==> config.mk <==
export PLATFORM = sky130hd
export DESIGN_NAME = fp_divide_flat
export DESIGN_NICKNAME = d
export VERILOG_FILES = /design/src/rtl/fp_pkg.sv /design/src/rtl/fp_divide_if.sv /design/src/rtl/fp_div_mant.sv /design/src/rtl/fp_divide.sv /design/src/flat_wrapper.sv
export SDC_FILE = /design/constraint.sdc
export NUM_CORES = 1
export LEC_CHECK = 0
export ABC_AREA = 0
export CAP_MARGIN = 20
export CORE_MARGIN = 4
export CORE_UTILIZATION = 40
export DETAILED_ROUTE_END_ITERATION = 10
export PLACE_DENSITY = 0.6
export REMOVE_ABC_BUFFERS = 1
export SLEW_MARGIN = 20
export SYNTH_ARGS = -nofsm -noshare
export SYNTH_HDL_FRONTEND = slang
export SYNTH_SLANG_ARGS = --single-unit
==> constraint.sdc <==
create_clock -name clk -period 3.55 [get_ports clk]
set_input_delay 0.355 -clock clk [delete_from_list [all_inputs] [get_ports clk]]
set_output_delay 0.355 -clock clk [all_outputs]
set_load 0.05 [all_outputs]
==> src/rtl/fp_pkg.sv <==
// Shared FP32 format constants, operand struct and divider state encoding.
package fp_pkg;

    localparam int unsigned FP_W      = 32;
    localparam int unsigned FP_MANT_W = 24;  // hidden one plus 23 fraction bits
    localparam int unsigned FP_QUO_W  = 26;  // quotient bits, MSB has weight 2^0

    localparam logic [7:0]  FP_BIAS    = 8'd127;
    localparam logic [7:0]  FP_EXP_MAX = 8'hFF;
    localparam logic [31:0] FP_QNAN    = 32'h7FC00000;

    typedef struct packed {
        logic        sign;
        logic [7:0]  exp;
        logic [22:0] frac;
    } fp32_t;

    typedef enum logic [1:0] {
        StIdle,
        StDivide,
        StNorm
    } div_state_e;

endpackage

==> src/rtl/fp_divide_if.sv <==
// Start/done handshake, operands, result and flags of the FP divider.
interface fp_divide_if;
    import fp_pkg::*;

    logic              div_start;
    logic [FP_W-1:0]   op1;
    logic [FP_W-1:0]   op2;
    logic [FP_W-1:0]   div_result;
    logic              div_done;
    logic              div_busy;
    logic              div_overflow;
    logic              div_underflow;
    logic              div_by_zero;

    modport master (
        output div_start, op1, op2,
        input  div_result, div_done, div_busy, div_overflow, div_underflow, div_by_zero
    );

    modport slave (
        input  div_start, op1, op2,
        output div_result, div_done, div_busy, div_overflow, div_underflow, div_by_zero
    );

endinterface

==> src/rtl/fp_div_mant.sv <==
// Radix-2 restoring mantissa divider producing one quotient bit per clock, 26 steps per load.
module fp_div_mant
    import fp_pkg::*;
(
    input  logic                 clk,
    input  logic                 n_rst,
    input  logic                 i_load,
    input  logic [FP_MANT_W-1:0] i_m1,
    input  logic [FP_MANT_W-1:0] i_m2,
    output logic [FP_QUO_W-1:0]  o_q,
    output logic                 o_rem_nz,
    output logic                 o_mant_done
);

    logic [FP_QUO_W-1:0]  r_rem;
    logic [FP_QUO_W-1:0]  r_q;
    logic [FP_MANT_W-1:0] r_m2;
    logic [4:0]           r_cnt;
    logic                 r_active;

    logic                 w_ge;
    logic [FP_QUO_W-1:0]  w_diff;
    logic                 w_last;

    // One restoring step: conditional subtract, then shift the remainder left.
    always_comb begin
        w_ge   = (r_rem >= {2'b00, r_m2});
        w_diff = w_ge ? (r_rem - {2'b00, r_m2}) : r_rem;
        w_last = r_active && (r_cnt == 5'd25);
    end

    // Remainder, quotient and step counter; quotient fills MSB first via left shift.
    always_ff @(posedge clk or negedge n_rst) begin
        if (!n_rst) begin
            r_rem    <= '0;
            r_q      <= '0;
            r_m2     <= '0;
            r_cnt    <= '0;
            r_active <= 1'b0;
        end else if (i_load) begin
            r_rem    <= {2'b00, i_m1};
            r_q      <= '0;
            r_m2     <= i_m2;
            r_cnt    <= '0;
            r_active <= 1'b1;
        end else if (r_active) begin
            r_rem <= w_diff << 1;
            r_q   <= {r_q[FP_QUO_W-2:0], w_ge};
            r_cnt <= r_cnt + 5'd1;
            if (w_last) begin
                r_active <= 1'b0;
            end
        end
    end

    assign o_q         = r_q;
    assign o_rem_nz    = (r_rem != '0);
    // High during the cycle whose closing edge performs the final step.
    assign o_mant_done = w_last;

endmodule

==> src/rtl/fp_divide.sv <==
// Sequential IEEE-754 single-precision divider (start/done handshake).
// Build option: define FP_DIV_RNE_EN for round-to-nearest-even; otherwise truncate.
module fp_divide
    import fp_pkg::*;
(
    input  logic       clk,
    input  logic       n_rst,
    fp_divide_if.slave bus
);

`ifdef FP_DIV_RNE_EN
    localparam bit RneEn = 1'b1;
`else
    localparam bit RneEn = 1'b0;
`endif

    div_state_e        r_state, w_state_next;

    logic              r_sign;
    logic signed [9:0] r_exp;
    logic              r_special;
    logic [31:0]       r_special_res;
    logic              r_special_dbz;

    logic [31:0]       r_result;
    logic              r_done;
    logic              r_ovf;
    logic              r_unf;
    logic              r_dbz;

    fp32_t             w_a, w_b;
    logic              w_a_zero, w_b_zero, w_any_max;
    logic              w_accept;
    logic              w_sign;
    logic signed [9:0] w_exp;
    logic              w_special;
    logic [31:0]       w_special_res;
    logic              w_special_dbz;

    logic [FP_QUO_W-1:0] w_q;
    logic                w_rem_nz;
    logic                w_mant_done;

    logic signed [9:0] w_e_adj, w_e_fin;
    logic [22:0]       w_mant;
    logic              w_guard, w_sticky, w_inc;
    logic [23:0]       w_mant_rnd;
    logic [31:0]       w_norm_res;
    logic              w_norm_ovf, w_norm_unf;

    assign w_a       = bus.op1;
    assign w_b       = bus.op2;
    // Exponent 0 covers both true zero and denormals, which are flushed to zero.
    assign w_a_zero  = (w_a.exp == 8'h00);
    assign w_b_zero  = (w_b.exp == 8'h00);
    assign w_any_max = (w_a.exp == FP_EXP_MAX) || (w_b.exp == FP_EXP_MAX);
    assign w_accept  = (r_state == StIdle) && bus.div_start;
    assign w_sign    = w_a.sign ^ w_b.sign;
    assign w_exp     = $signed({2'b00, w_a.exp}) - $signed({2'b00, w_b.exp})
                     + $signed({2'b00, FP_BIAS});

    // Special-operand decode; priority order matters (inf/NaN, then 0/0, then x/0, then 0/x).
    always_comb begin
        w_special     = 1'b1;
        w_special_res = FP_QNAN;
        w_special_dbz = 1'b0;
        if (w_any_max) begin
            w_special_res = FP_QNAN;
        end else if (w_a_zero && w_b_zero) begin
            w_special_res = FP_QNAN;
        end else if (w_b_zero) begin
            w_special_res = {w_sign, FP_EXP_MAX, 23'h0};
            w_special_dbz = 1'b1;
        end else if (w_a_zero) begin
            w_special_res = {w_sign, 31'h0};
        end else begin
            w_special = 1'b0;
        end
    end

    fp_div_mant u_mant (
        .clk         (clk),
        .n_rst       (n_rst),
        .i_load      (w_accept && !w_special),
        .i_m1        ({1'b1, w_a.frac}),
        .i_m2        ({1'b1, w_b.frac}),
        .o_q         (w_q),
        .o_rem_nz    (w_rem_nz),
        .o_mant_done (w_mant_done)
    );

    // Next-state logic; special cases go straight to NORM so done follows one cycle later.
    always_comb begin
        w_state_next = r_state;
        unique case (r_state)
            StIdle:   if (bus.div_start) w_state_next = w_special ? StNorm : StDivide;
            StDivide: if (w_mant_done) w_state_next = StNorm;
            StNorm:   w_state_next = StIdle;
            default:  w_state_next = StIdle;
        endcase
    end

    // State register.
    always_ff @(posedge clk or negedge n_rst) begin
        if (!n_rst) begin
            r_state <= StIdle;
        end else begin
            r_state <= w_state_next;
        end
    end

    // Normalise the quotient, optionally round, and range-check the exponent.
    always_comb begin
        w_e_adj  = r_exp;
        w_mant   = w_q[24:2];
        w_guard  = w_q[1];
        w_sticky = w_q[0] | w_rem_nz;
        if (!w_q[25]) begin
            w_mant   = w_q[23:1];
            w_guard  = w_q[0];
            w_sticky = w_rem_nz;
            w_e_adj  = r_exp - 10'sd1;
        end
        w_inc      = RneEn && w_guard && (w_sticky || w_mant[0]);
        w_mant_rnd = {1'b0, w_mant} + {23'h0, w_inc};
        // Carry to 2.0 leaves the fraction at zero and bumps the exponent.
        w_e_fin    = w_mant_rnd[23] ? (w_e_adj + 10'sd1) : w_e_adj;
        w_norm_ovf = 1'b0;
        w_norm_unf = 1'b0;
        if (w_e_fin >= 10'sd255) begin
            w_norm_res = {r_sign, FP_EXP_MAX, 23'h0};
            w_norm_ovf = 1'b1;
        end else if (w_e_fin <= 10'sd0) begin
            w_norm_res = {r_sign, 31'h0};
            w_norm_unf = 1'b1;
        end else begin
            w_norm_res = {r_sign, w_e_fin[7:0], w_mant_rnd[22:0]};
        end
    end

    // Operand-derived context captured on an accepted start.
    always_ff @(posedge clk or negedge n_rst) begin
        if (!n_rst) begin
            r_sign        <= 1'b0;
            r_exp         <= '0;
            r_special     <= 1'b0;
            r_special_res <= '0;
            r_special_dbz <= 1'b0;
        end else if (w_accept) begin
            r_sign        <= w_sign;
            r_exp         <= w_exp;
            r_special     <= w_special;
            r_special_res <= w_special_res;
            r_special_dbz <= w_special_dbz;
        end
    end

    // Output registers: flags clear on accept, result and flags load on completion.
    always_ff @(posedge clk or negedge n_rst) begin
        if (!n_rst) begin
            r_result <= '0;
            r_done   <= 1'b0;
            r_ovf    <= 1'b0;
            r_unf    <= 1'b0;
            r_dbz    <= 1'b0;
        end else begin
            r_done <= 1'b0;
            if (w_accept) begin
                r_ovf <= 1'b0;
                r_unf <= 1'b0;
                r_dbz <= 1'b0;
            end
            if (r_state == StNorm) begin
                r_done <= 1'b1;
                if (r_special) begin
                    r_result <= r_special_res;
                    r_ovf    <= 1'b0;
                    r_unf    <= 1'b0;
                    r_dbz    <= r_special_dbz;
                end else begin
                    r_result <= w_norm_res;
                    r_ovf    <= w_norm_ovf;
                    r_unf    <= w_norm_unf;
                    r_dbz    <= 1'b0;
                end
            end
        end
    end

    assign bus.div_result    = r_result;
    assign bus.div_done      = r_done;
    assign bus.div_busy      = (r_state != StIdle);
    assign bus.div_overflow  = r_ovf;
    assign bus.div_underflow = r_unf;
    assign bus.div_by_zero   = r_dbz;

endmodule

==> src/flat_wrapper.sv <==
// flat-port wrapper written by rule: the top's interface ports become plain ports
module fp_divide_flat import fp_pkg::*;
  (clk, n_rst, bus_div_start, bus_op1, bus_op2, bus_div_result, bus_div_done, bus_div_busy, bus_div_overflow, bus_div_underflow, bus_div_by_zero);
  fp_divide_if bus_i ();
  input  logic clk;
  input  logic n_rst;
  input wire logic [$bits(bus_i.div_start)-1:0] bus_div_start;
  input wire logic [$bits(bus_i.op1)-1:0] bus_op1;
  input wire logic [$bits(bus_i.op2)-1:0] bus_op2;
  output wire logic [$bits(bus_i.div_result)-1:0] bus_div_result;
  output wire logic [$bits(bus_i.div_done)-1:0] bus_div_done;
  output wire logic [$bits(bus_i.div_busy)-1:0] bus_div_busy;
  output wire logic [$bits(bus_i.div_overflow)-1:0] bus_div_overflow;
  output wire logic [$bits(bus_i.div_underflow)-1:0] bus_div_underflow;
  output wire logic [$bits(bus_i.div_by_zero)-1:0] bus_div_by_zero;
  assign bus_i.div_start = bus_div_start;
  assign bus_i.op1 = bus_op1;
  assign bus_i.op2 = bus_op2;
  assign bus_div_result = bus_i.div_result;
  assign bus_div_done = bus_i.div_done;
  assign bus_div_busy = bus_i.div_busy;
  assign bus_div_overflow = bus_i.div_overflow;
  assign bus_div_underflow = bus_i.div_underflow;
  assign bus_div_by_zero = bus_i.div_by_zero;
  fp_divide u_core (.clk(clk), .n_rst(n_rst), .bus(bus_i));
endmodule
==> results.ini, run 1 <==
[placement]
placed_area_um2=9450
dp_hpwl_um=13170
dp_cells=1233
port_buffers=103
gp_congestion=0.8341

[cts]
clkTransAtPathRegs_ns=0.06
clock_latency_ns=0.42
post_cts_buffers=0
cts_resized=0
clock-root-buffer=clkbuf_16
numCtsBuffers=17
cts_tree=done
clock_sinks=136
cts_buffer_depth=2
cts_max_level=4

[synthesis]
yosysSeqAreaShare=0.4199
synth_area_um2=8104
async_flop_share=1.000
synth_top_area_frac=0.4199
yosysUniqueCellTypes=69
synthCells=889
synth_area_per_cell_um2=9.116
synth.most_common_cell=dfrtp_1
synth_common_cells=dfrtp_1 (136), nand2_1 (112), o21ai_0 (80)
synth_edf_count=0
synth_fa_ha_area_frac=0.06670
yosys_warnings=0
synthMuxAreaShare=0.08167
synth_top_family_by_area=compound AO/OA/AOI/OAI gates
ys_seq_elements=136
synth_xor_xnor_area_share=0.04323
yosys.area_share.simple=0.1666
synth_ff_type=dfrtp_1
synth_compound_area_frac=0.1749
ys_top_cells_by_area=dfrtp_1 (42%), mux2i_1 (8.0%), ha_1 (6.2%)
yosysTopAreaCell=dfrtp_1

[drt]
drt_wl_total_um=18380
vias=6441
dr.pass1.iters=4
drc=0
via_per_inst=5.088
drt_iter0_markers=342
drtAntennaViolNets=0
drt-wirelength-per-cell_um=14.52

[sta]
period_minus_slack_ns=3.123
rsz0062_at_grt=false
finalMaxSlewViolations=0
skew_ns=0.01194
setup-tns-final_ns=0
slew_headroom=0.5552
hold_ws_ns=0.4536
worst_slew_pin_slew_ns=0.6673
finalHoldViolCount=0
post-route-period-util=0.8797
max_freq_mhz=320.2
setup_viol=0

[power_and_ir_drop]
switching_share=0.4313
p_switching_w=0.004271
p_int_w=0.005632
combPwrFrac=0.557
clockPowerShare=0.183
vdd_drop_max_mv=0.3637
power_frac_seq=0.260
power_density_nw_per_um2=984.2
p_leak_nw=4.531

[critical_path]
cp_cell_sequence=inv_1 -> ha_1 -> or2b_2 -> nor3_1 -> xor2_1 -> nand4_1 -> or4b_4 -> a21oi_2 -> o211ai_2 -> nand2_2 -> buf_4 -> o21ai_2
worst_ep_arrival_time_ns=3.43
crit_buf_inv=2
crit_type=flop to flop
crit_fanout=12
critPathMaxStageDelay_ns=0.56
r2r_setup_slack_ns=0.43
crit_family=simple AND/OR/NAND/NOR gates
required_ns=3.86
critical_path.slowest_cell=or4b_4
end_kind=flop
critPathLaunchType=flop

[floorplan]
ioPinCount=104
die-area_um2=22600
core_um2=19720
start_util=0.4110
die_y_um=150.3
num_rows=51
die_w_um=150.3

[global_routing]
antenna_found_initial=0
grt_pass1_wl_um=30820
grt_remaining_overflow=0
grt_max_degree=74
grt_use_total=0.1684
grt_pass1_vias=6156

[min_path]
hold_class=flop to flop

[cells_and_area]
area_growth_pct=24.16
num-nets-final=1097
n_fill_cell=1876
fin_area_um2=10060
postLayoutCoreUtil=0.5103
fin_cells=1266
antenna_cells=0
drive_gt1_frac=0.09491

[run_status]
status=finished, final reports clean

[run]
cap_violations=0

[layer usage]
metal | share of wire | vias to the layer above | global-route usage
met2 | 0.44 | 107 | 0.2494
met1 | 0.51 | 2997 | 0.2514
met5 | 0 | - | 0
li1 | - | 3319 | -
met3 | 0.036 | 18 | 0.03040
met4 | 0.013 | 0 | 0.04895
[cells in the final DEF, fill, tap and decap left out, types with 13 or more instances in the layout]
master and instances:
a21oi_1 46, buf_4 18, clkbuf_16 17, clkdlybuf4s50_1 102
dfrtp_1 135, ha_1 40, inv_1 53, mux2i_1 65
nand2_1 112, nand3_1 13, nand4_1 14, nor2_1 77
o21ai_0 80, o21ai_2 20, xnor2_1 24, xor2_1 16
[worst paths after layout]
check	to	depth (start not counted)	start
max	u_core.bus.div_result[16]	12	u_core.r_exp[0]
max reg2reg	u_core.bus.div_result[16]	12	u_core.r_exp[0]
min reg2reg	u_core.u_mant.r_m2[23]	2	u_core.u_mant.r_m2[23]
min	u_core.u_mant.r_m2[23]	2	u_core.u_mant.r_m2[23]
min in group asynchronous	u_core.u_mant.r_m2[2]	2	n_rst
max in group asynchronous	u_core.u_mant.o_q[14]	3	n_rst
[through the flow]
stage,total power (W),worst slack (ns)
floorplan,0.006699,-1.476
global placement,0.008057,0.3879
detailed placement,0.008116,0.3140
CTS,0.009985,0.3847
global route,0.01081,0.2128
finish,0.009903,0.4270
[state kept, by name, indices dropped and copies added (netlist names), 2 cells and up]
signal and count:
u_core.r_exp 10, u_core.r_special_res 3, u_core.u_mant.r_rem 26, u_core.bus.div_result 32, u_core.u_mant.o_q 26, u_core.u_mant.r_cnt 5, u_core.u_mant.r_m2 24, u_core.r_state 2
[layout make-up]
class | instances | area (um^2) | area share
Timing Repair Buffer | 123 | 1197 | 0.1190
Clock inverter | 13 | 168.9 | 0.01679
Tap cell | 265 | 331.6 | 0.03295
Multi-Input combinational cell | 657 | 4328 | 0.4301
Inverter | 53 | 198.9 | 0.01977
Clock buffer | 19 | 432.9 | 0.04302
Sequential cell | 136 | 3405 | 0.3383
[logic make-up after synthesis]
| group | after synthesis |
|---|---|
| AND/OR/NAND/NOR | 289 |
| multiplexers | 66 |
| adder cells (fa/ha/maj) | 42 |
| AO/OA/AOI/OAI | 220 |
| buffers and inverters | 96 |
| flip-flops | 136 |
| XOR/XNOR | 40 |
[worst min-delay path, delay by kind of cell, from the launching register on]
family	cells	cell delay [ns]
buf+inv	1	0.05
flops	1	0.32
simple gates	1	0.05
[power by group through the flow]
stage / registers [W] / logic, W / clock network, W
6_report: 0.00257 / 0.00552 / 0.00181
2_1_floorplan: 0.00287 / 0.00382 / 0
3_3_place_gp: 0.00259 / 0.00547 / 0
5_1_grt: 0.00266 / 0.00622 / 0.00193
3_5_place_dp: 0.00259 / 0.00552 / 0
4_1_cts: 0.00257 / 0.00556 / 0.00185
[repair_timing]
action | 4_1_cts | 5_1_grt
hold buffers | 1 | 0
endpoints found under the setup margin | 0 | 0
hold endpoints to repair | 72 | 0
No activity file was read; power rests on OpenSTA's default activity.
==> run 2, diff against run 1 <==
ABC_CLOCK_PERIOD_IN_PS = 3550   (was unset)
CAP_MARGIN = unset   (was 20)
CELL_PAD_IN_SITES_DETAIL_PLACEMENT = 0   (was unset)
CELL_PAD_IN_SITES_GLOBAL_PLACEMENT = 2   (was unset)
CORE_UTILIZATION = 35   (was 40)
PLACE_DENSITY = 0.8   (was 0.6)
==> run 2 against run 1 <==
The run now ends with hold timing left. Sequential share of layout area is essentially flat. Sequential power is essentially flat. Sequential cell count is the same. Critical endpoint is now u_core.u_mant.r_rem[25]. Largest power group unchanged. Highest routed layer unchanged.
==> results.ini, run 2 (synthesis gave the netlist of run 1 again) <==
[cts]
post_cts_buffers=0
clock_latency_ns=0.42
clock-root-buffer=clkbuf_16
clkTransAtPathRegs_ns=0.07
clock_sinks=136
cts_tree=done
cts_hold_buf=0
cts_max_level=4
cts_buffer_depth=2
numCtsBuffers=17
cts_resized=0

[run_status]
violations=hold timing
status=finished with violations

[global_routing]
antenna_found_initial=0
grt_pass1_vias=6484
grt_pass1_wl_um=32720
grt_remaining_overflow=0
grt_use_total=0.1537
grt_max_degree=83

[cells_and_area]
final_cell_mix=dfrtp_1 (135), nand2_1 (112), clkdlybuf4s50_1 (102), o21ai_0 (80), nor2_1 (77)
largest_reg_flops=32
drive_gt1_frac=0.09328
postLayoutCoreUtil=0.4428
num-nets-final=1094
layout_commonest_cell=dfrtp_1
fin_area_um2=10060
antenna_cells=0
area_growth_pct=24.09

[power_and_ir_drop]
clockPowerShare=0.180
p_leak_nw=4.520
p_int_w=0.005568
power_frac_seq=0.260
power_density_nw_per_um2=979.5
p_switching_w=0.004282
fin_total_pwr_w=0.009850
switching_share=0.4347
combPwrFrac=0.561
vdd_drop_max_mv=0.2891

[floorplan]
die-area_um2=25650
ioPinCount=104
core_um2=22710
die_y_um=160.2
start_util=0.3569
num_rows=55
die_w_um=160.2

[drt]
drtAntennaViolNets=0
drt_wl_total_um=19330
vias=6405
drt-wirelength-per-cell_um=15.08
via_per_inst=4.996
drc=0
dr.pass1.iters=5
drt_iter0_markers=330

[run]
cap_violations=0

[critical_path]
crit_fanout=4
critPathLaunchType=flop
end_kind=flop
worst_ep_arrival_time_ns=3.54
crit_type=flop to flop
required_ns=3.84

[sta]
finalHoldViolCount=27
rsz0062_at_grt=false
worst_slew_pin_slew_ns=0.7950
slew_headroom=0.4700
finalMaxSlewViolations=0
max_freq_mhz=308.2
skew_ns=0.01248
hold_ws_ns=-0.02343
setup-tns-final_ns=0
period_minus_slack_ns=3.244
post-route-period-util=0.9139
setup_viol=0

[placement]
dp_hpwl_um=13880
port_buffers=103
gp_congestion=0.7757
placed_area_um2=9473

[min_path]
hold_class=input pin to async pin

==> run 2: cell types whose count changed in the layout (fill, tap and decap cells not counted) <==
| cell | before | now |
|---|---|---|
| clkinvlp_4 | 3 | 2 |
| clkbuf_1 | 2 | 1 |
| inv_6 | 3 | 4 |
| bufinv_16 | 3 | 2 |
| clkbuf_8 | 0 | 1 |
| buf_4 | 18 | 15 |
| dlygate4sd3_1 | 1 | 0 |
| buf_12 | 1 | 2 |
==> run 2: final timing paths <==
path,startpoint,endpoint,slack [ns],cells past startpoint
min,n_rst,u_core.u_mant.r_m2[3],-0.02,1
min in group clk,u_core.u_mant.r_m2[23],u_core.u_mant.r_m2[23],0.45,2
max reg2reg,u_core.u_mant.r_rem[0],u_core.u_mant.r_rem[25],0.31,13
max,u_core.u_mant.r_rem[0],u_core.u_mant.r_rem[25],0.31,13
max in group asynchronous,n_rst,u_core.bus.div_overflow,2.77,2
min reg2reg,u_core.u_mant.r_m2[23],u_core.u_mant.r_m2[23],0.45,2
==> run 2: cell type report <==
type	instances	area [um^2]
flip-flops and latches	136	3405
clock buffers	19	442.9
clock inverters	12	140.1
inverters	53	198.9
fillers	2276	12650
repair buffers	120	1185
multi-input cells	657	4328
well taps	285	356.6
==> run 2: metal layers <==
| metal | up-vias | GRT usage | wire, um |
|---|---|---|---|
| li1 | 3300 | - | - |
| met1 | 2957 | 0.2215 | 9761 |
| met2 | 128 | 0.2326 | 8422 |
| met3 | 20 | 0.03406 | 825 |
| met4 | 0 | 0.04380 | 318 |
| met5 | - | 0 | 0 |
==> run 2: worst max-delay path: stages, from the launching register on <==
cell      delay, ns
dfrtp_1        0.35
inv_1          0.06
ha_1           0.22
fa_1           0.41
nor2b_1        0.16
o31ai_1        0.15
a211oi_1       0.38
o32ai_1        0.16
buf_4          0.16
o21ai_0        0.38
nand4_1        0.15
nand3_1        0.14
mux2i_1        0.08
or3_1          0.30
==> run 2: metrics by stage <==
step           setup slack, ns  instances
6_report                0.3058       1282
3_3_place_gp            0.3621       1251
3_5_place_dp            0.3090       1251
4_1_cts                 0.2721       1282
2_1_floorplan           -1.476        846
5_1_grt                0.02277       1282
==> run 2: power by group through the flow <==
stage	clock network, W	registers [W]	logic [W]
final	0.00177	0.00256	0.00552
after global routing	0.00188	0.00265	0.00626
after CTS	0.00182	0.00256	0.00558
after detailed placement	0	0.00258	0.00557
after global placement	0	0.00258	0.00553
after floorplan	0	0.00287	0.00382
==> variant (config.mk and constraints of run 1) <==
Re-encode `div_state_e` (3 states) as one-hot, 3 bits wide.
--- a/src/rtl/fp_pkg.sv
+++ b/src/rtl/fp_pkg.sv
@@ -15,10 +15,10 @@
         logic [22:0] frac;
     } fp32_t;
 
-    typedef enum logic [1:0] {
-        StIdle,
-        StDivide,
-        StNorm
+    typedef enum logic [2:0] {
+        StIdle   = 3'b001,
+        StDivide = 3'b010,
+        StNorm   = 3'b100
     } div_state_e;
 
 endpackage
Formal check against the unedited RTL: same outputs for any inputs over 10 cycles, from zero or initial values and one cycle with n_rst low; not proved beyond that.
==> variant against run 1 <==
The flow now finishes with violations (hold timing). Total power is 9.8% lower. Critical path depth unchanged. Worst setup slack improved by 0.26 ns. Wire length up 3.0%. Final area increased by 0.32%. Clock skew rose by 0.0016 ns. Area after synthesis up 1.6%. Sequential cell count increased by 1. Count of clock-buffer cells in the layout down 2. Largest cell class unchanged.
==> variant: results (changes against run 1) <==
----------------------------------------------------
[GRT]
  Largest net degree at the start of global routing ... 98 (+32%)
  Met3 usage in global routing ... 3.18% (+0.14 points)

[Logic synthesis]
  Count of distinct cell types in the synthesized netlist ... 67 (-2.9%)
  Post-synth top cells ... 136 x sky130_fd_sc_hd__dfrtp_1, 119 x sky130_fd_sc_hd__nand2_1, 83 x sky130_fd_sc_hd__o21ai_0
  Post-synthesis sequential element count ... 137 (+0.74%)
  Multiplexer share of the synthesized area ... 6.87% (-1.3 points)
  XOR/XNOR Fraction of Synth Area ... 4.13% (-0.19 points)
  Adder-cell share of the synthesized area ... 6.57% (-0.10 points)
  Share of the synthesized area in compound gates (AO/OA/AOI/OAI) ... 18.3% (+0.85 points)

[Run status]
  Violated checks ... hold timing
  Outcome ... finished with violations

[Detailed routing]
  Initial DRC Count ... 266 (-22%)
  Overall via count from detail_route ... 6,711 (+4.2%)
  Detailed Route WL ... 18,900 um (+3.0%)

[Critical path]
  Highest-delay cell along the critical path ... sky130_fd_sc_hd__o31ai_1
  Startpoint of the most critical setup path ... u_core.u_mant.r_rem[0]
  R2R Setup Slk ... 0.69 ns (+0.26 ns)

[Timing]
  Worst-Margin Slew ... 0.950 ns (+0.283 ns)
  Number of failing hold endpoints at the final stage ... 2 (+2)
  Hold Worst Slack ... -0.0145 ns (-0.468 ns)

[Place]
  Number of placed cells counting well taps ... 1,248 (+1.2%)

[Cells and area]
  Clk_buf instances ... 17 (-2)
  Count of plain and timing-repair buffers ... 113 (-8.1%)
  Non-Clock Buffer Area Fraction ... 11.3% (-0.56 points)

[Power and ir drop]
  Static power due to leakage ... 4.58 nW (+1.1%)

[Clock network]
  CTS Hold Buffers Added ... 0 (-1)

----------------------------------------------------
==> variant: cell types whose count changed after synthesis, moves of 5 or more <==
cell	delta
sky130_fd_sc_hd__a211oi_1	+9
sky130_fd_sc_hd__a21o_1	+6
sky130_fd_sc_hd__a21oi_1	-6
sky130_fd_sc_hd__a221o_1	+6
sky130_fd_sc_hd__clkbuf_1	-7
sky130_fd_sc_hd__inv_1	-5
sky130_fd_sc_hd__mux2i_1	-10
sky130_fd_sc_hd__nand2_1	+7
sky130_fd_sc_hd__nor3_1	+9
==> variant: cell families (layout without fill, tap and decap cells) <==
group / after synthesis / after routing
buffers and inverters: 93 / 194
and+or+nand+nor: 311 / 311
DFF: 137 / 137
AOI/OAI and AO/OA: 232 / 232
muxes: 56 / 56
xor gates and xnor gates: 38 / 38
adders and majority gates: 42 / 42
